$ cat config.mk
export PLATFORM = sky130hd
export DESIGN_NAME = mac_seq
export DESIGN_NICKNAME = d
export VERILOG_FILES = /design/src/rtl/mac_seq.sv
export SDC_FILE = /design/constraint.sdc
export NUM_CORES = 1
export LEC_CHECK = 0
export CORE_AREA = 2 2 66 74
export CTS_CLUSTER_DIAMETER = 30
export DETAILED_ROUTE_END_ITERATION = 12
export DIE_AREA = 0 0 68 76
export PLACE_DENSITY = 0.76
export RECOVER_POWER = 100
export SYNTH_ARGS = -nofsm -noshare
export SYNTH_HDL_FRONTEND = slang
export SYNTH_SLANG_ARGS = --single-unit
$ cat constraint.sdc
create_clock -name clk -period 4.26 [get_ports clk]
set_input_delay 0.852 -clock clk [delete_from_list [all_inputs] [get_ports clk]]
set_output_delay 0.852 -clock clk [all_outputs]
set_load 0.005 [all_outputs]
$ cat src/rtl/mac_seq.sv
// mac_seq: sequential unsigned dot-product MAC; define MAC_SEQ_SAT_EN to saturate on overflow instead of wrapping
module mac_seq #(
  parameter int WIDTH_A = 5,
  parameter int WIDTH_B = 7,
  parameter int LEN_W = 4
) (
  input  logic                       clk,
  input  logic                       rst,
  input  logic                       start,
  input  logic [LEN_W-1:0]           len,
  input  logic                       in_valid,
  output logic                       in_ready,
  input  logic [WIDTH_A-1:0]         A,
  input  logic [WIDTH_B-1:0]         B,
  output logic                       out_valid,
  input  logic                       out_ready,
  output logic [WIDTH_A+WIDTH_B-1:0] result,
  output logic                       overflow,
  output logic                       busy
);
  localparam int W = WIDTH_A + WIDTH_B;
  typedef enum logic [1:0] {IDLE, ACCUM, DONE} state_t;
  state_t state, state_n;
  logic [W-1:0] acc, acc_n, prod, acc_step;
  logic [LEN_W-1:0] cnt, cnt_n;
  logic ovf, ovf_n;
  logic [W:0] sum;
  logic fire;
  assign in_ready = state == ACCUM;
  assign out_valid = state == DONE;
  assign busy = state != IDLE;
  assign result = acc;
  assign overflow = ovf;
  assign fire = in_valid && in_ready;
  assign prod = W'(A) * W'(B);
  assign sum = {1'b0, acc} + {1'b0, prod};
`ifdef MAC_SEQ_SAT_EN
  assign acc_step = sum[W] ? '1 : sum[W-1:0];
`else
  assign acc_step = sum[W-1:0];
`endif
  always_comb begin
    state_n = state;
    acc_n = acc;
    cnt_n = cnt;
    ovf_n = ovf;
    case (state)
      IDLE: if (start) begin
        acc_n = '0;
        ovf_n = 1'b0;
        cnt_n = len;
        state_n = (len != '0) ? ACCUM : DONE;
      end
      ACCUM: if (fire) begin
        acc_n = acc_step;
        ovf_n = ovf | sum[W];
        cnt_n = cnt - LEN_W'(1);
        state_n = (cnt == LEN_W'(1)) ? DONE : ACCUM;
      end
      DONE: state_n = out_ready ? IDLE : DONE;
      default: state_n = IDLE;
    endcase
  end
  always_ff @(posedge clk) begin
    if (rst) begin
      state <= IDLE;
      acc <= '0;
      cnt <= '0;
      ovf <= 1'b0;
    end else begin
      state <= state_n;
      acc <= acc_n;
      cnt <= cnt_n;
      ovf <= ovf_n;
    end
  end
endmodule

==> impl_metrics.csv <==
group,metric,value,unit
status,status,"completed",
cts,cts-root-buf,"clkbuf_8",
cts,cts_hold_buf,0,
synth,avgSynthCellArea,8.54,sq um
finish,multiInputGateArea,1660,sq um
drt,via_count,1923,
grt,antenna_found_initial,0,
place,gp_congestion,0.852,
finish,finalNonFillerCells,371,
worst_setup_path,slowest_stage,"fa_1",
worst_setup_path,start_kind,"input port",
worst_hold_path,hold_path.startpoint,"overflow",
sta,skew,0.00398,ns
sta,worstMarginPinSlew,1.00,ns
grt,grt_use_total,21.9,%
cts,post_cts_buffers,0,
worst_setup_path,reg2regPathDepth,11,
die,row_count,26,
sta,relSlewSlack,33.2,%
synth,yosysTopAreaCell,"fa_1",
grt,busiest_layer,"met2",
cts,htreeDepth,1,
finish,drive_gt1_share,10.5,%
sta,fin_ws,0.131,ns
die,initial_core_util,49.1,%
power_and_ir_drop,p_leak,1.42,nW
finish,seq_area,380,sq um
drt,viasPerCell,5.18,
grt,met3_usage,1.62,%
place,dp.cells,367,
worst_hold_path,hold-path-cell-count,1,
die,die_h,76,um
grt,use_met2,38.0,%
cts,cts_buffers,3,
drt,first_pass_iters,4,
worst_setup_path,crit_path_cell_trace,"dlygate4sd2_1 -> and2_1 -> fa_1 -> fa_1 -> inv_1 -> fa_1 -> inv_1 -> ha_1 -> buf_4 -> o21ai_0 -> o21ai_0 -> buf_4 -> a31oi_2 -> xor2_1 -> o21ai_0",
synth,async_reset_ff_share,0,%
synth,synth_seq_cells,19,
drt,post_drt_wl_per_cell,13.7,um
grt,grt_pass1_vias,2040,
run,drv_cap,0,
cts,path_clk_slew,0.07,ns
sta,max_freq,242,MHz
place,place_worst_setup_slack,-0.390,ns
sta,fin_crit_sh,96.9,%
worst_setup_path,criticalPathCategory,"in2reg",
drt,routed_wl,5100,um
grt,grt_overflow_total,0,
finish,final_common_cell,"inv_1",
drt,dr.first_iter.drc_count,52,
sta,min_period,4.13,ns
place,hpwl,4140,um
worst_setup_path,reg2reg_to,"overflow",
synth,ys_top_cells_by_area,"fa_1 23%, dfxtp_1 17%, ha_1 13%",
synth,yosysSeqAreaShare,17.3,%
drt,drc_errors,0,
cts,cts.path.max_buffers,2,
synth,synth_cells,258,
finish,layout_common_cells,"43 x inv_1, 25 x fa_1, 23 x and2_1, 23 x ha_1",
cts,tritoncts,"done",
die,core_area,4490,sq um
worst_setup_path,cp_slowest_stage_delay,0.55,ns
worst_setup_path,rrSetupSlack,0.73,ns
finish,nNetsFinal,385,
grt,grt_max_degree,18,
finish,syn_to_final_growth,28.4,%
die,dieArea,5170,sq um
finish,fill_cells,388,
power_and_ir_drop,power.density,323,nW/um^2
worst_hold_path,min_to,"overflow",
cts,clock_latency,0.26,ns
finish,insertedDiodeCount,0,
synth,synth_edf_count,0,
worst_setup_path,r2r-start,"result[4]",
worst_hold_path,hp-class,"reg2reg",
drt,drtAntennaViolNets,0,
worst_setup_path,arrival,4.27,ns
sta,setup_viol,0,
cts,cts_sinks,19,
worst_setup_path,worstPathMaxFanout,5,
worst_setup_path,end_kind,"flip-flop",
grt,met1_usage,27.6,%
synth,synth_ff_type,"dfxtp_1",
die,io_pins,37,
power_and_ir_drop,vdd_drop_max,0.221,mV
place,io_buffers,36,
synth,syn_nets,327,
sta,final_hold_viol_count,0,
synth,synth_cell_type_count,42,
synth,synthesis.area,2200,sq um
synth,yosysWarnings,0,
sta,rsz0062_at_grt,"false",
synth,synthDominantCellAreaShare,22.7,%
grt,grt_pass1_wl,8840,um
die,die_x,68,um
worst_setup_path,required,4.40,ns
sta,final_max_slew_viol_count,0,
==> metal layers <==
layer / vias to the layer above / share of wire (%)
met5: - / 0
met4: 0 / 2.3
met3: 11 / 1.9
met2: 27 / 53
met1: 920 / 43
li1: 965 / -
==> through the flow <==
stage | utilization (%) | TNS [ns] | total power, mW | hold slack, ns | area, sq um
floorplan | - | 0 | 0.553 | 0.461 | 2200
global placement | 61.6 | -1.66 | 0.752 | 0.458 | 2770
detailed placement | 61.6 | -2.09 | 0.766 | 0.455 | 2770
CTS | 62.8 | 0 | 0.910 | 0.476 | 2820
global route | 63.0 | 0 | 1.01 | 0.486 | 2830
finish | 63.0 | 0 | 0.914 | 0.461 | 2830
==> logic make-up (layout without fill, tap and decap cells) <==
| group | count (synthesis) | after routing | synth area share (%) |
|---|---|---|---|
| adder cells (fa/ha/maj) | 48 | 48 | 35.8 |
| buffers and inverters | 47 | 104 | 8.35 |
| multiplexers | 1 | 1 | 0.455 |
| XOR/XNOR | 4 | 4 | 1.59 |
| AO/OA/AOI/OAI | 49 | 49 | 14.8 |
| flip-flops | 19 | 19 | 17.3 |
| AND/OR/NAND/NOR | 90 | 90 | 21.8 |
==> area by class of cell <==
class	instances	area share [%]
inverter	43	5.71
timing repair buffer	57	18.1
clock buffer	3	1.46
sequential	19	13.5
multi-input combinational	192	58.7
clock inverter	1	0.177
tap	56	2.48
==> what timing repair did <==
action,4_1_cts,5_1_grt
resized for setup,13,8
pin swaps,6,2
setup endpoints to repair,4,5
==> Yosys cell counts (all sizes together) (2+ instances only) <==
cell type and count:
inv 43, fa 25, nor2 24, and2 23
ha 23, nand2 22, dfxtp 19, a21oi 10
o21ai 9, o21a 6, a22oi 5, a211oi 4
a21o 3, nand3b 3, nor3 3, xor2 3
a221oi 2, a2bb2oi 2, a31oi 2, buf 2
clkbuf 2, nand2b 2, nor2b 2, nor3b 2
o31ai 2, or2 2, or4 2
==> how the worst max path moves through the flow <==
stage / depth (start not counted) / from / slack (ns) / end
after floorplan: 12 / B[1] / 0.26 / overflow
after global placement: 12 / A[1] / -0.31 / overflow
after detailed placement: 12 / A[3] / -0.39 / overflow
after CTS: 14 / B[5] / 0.03 / overflow
after global routing: 15 / B[3] / 0.002 / result[9]
final: 15 / B[3] / 0.13 / result[9]
==> registers in the layout, summed over array words and instances (netlist names) <==
| name | cells |
|---|---|
| state | 2 |
| overflow | 1 |
| cnt | 4 |
| result | 12 |
==> worst max-delay path, delay by kind of cell <==
| family | cells | cell delay (ns) |
|---|---|---|
| buf+inv | 5 | 0.71 |
| fa+ha+maj | 4 | 1.88 |
| xor+xnor | 1 | 0.16 |
| simple gates | 1 | 0.20 |
| compound gates | 4 | 0.47 |
==> where the power goes <==
group | leakage, nW | switching (mW) | internal (mW)
Sequential | 0.155 | 0.0140 | 0.192
Combinational | 1.24 | 0.299 | 0.282
Clock | 0.0255 | 0.0621 | 0.0651
Note: power is estimated with default switching activity, not from simulation.
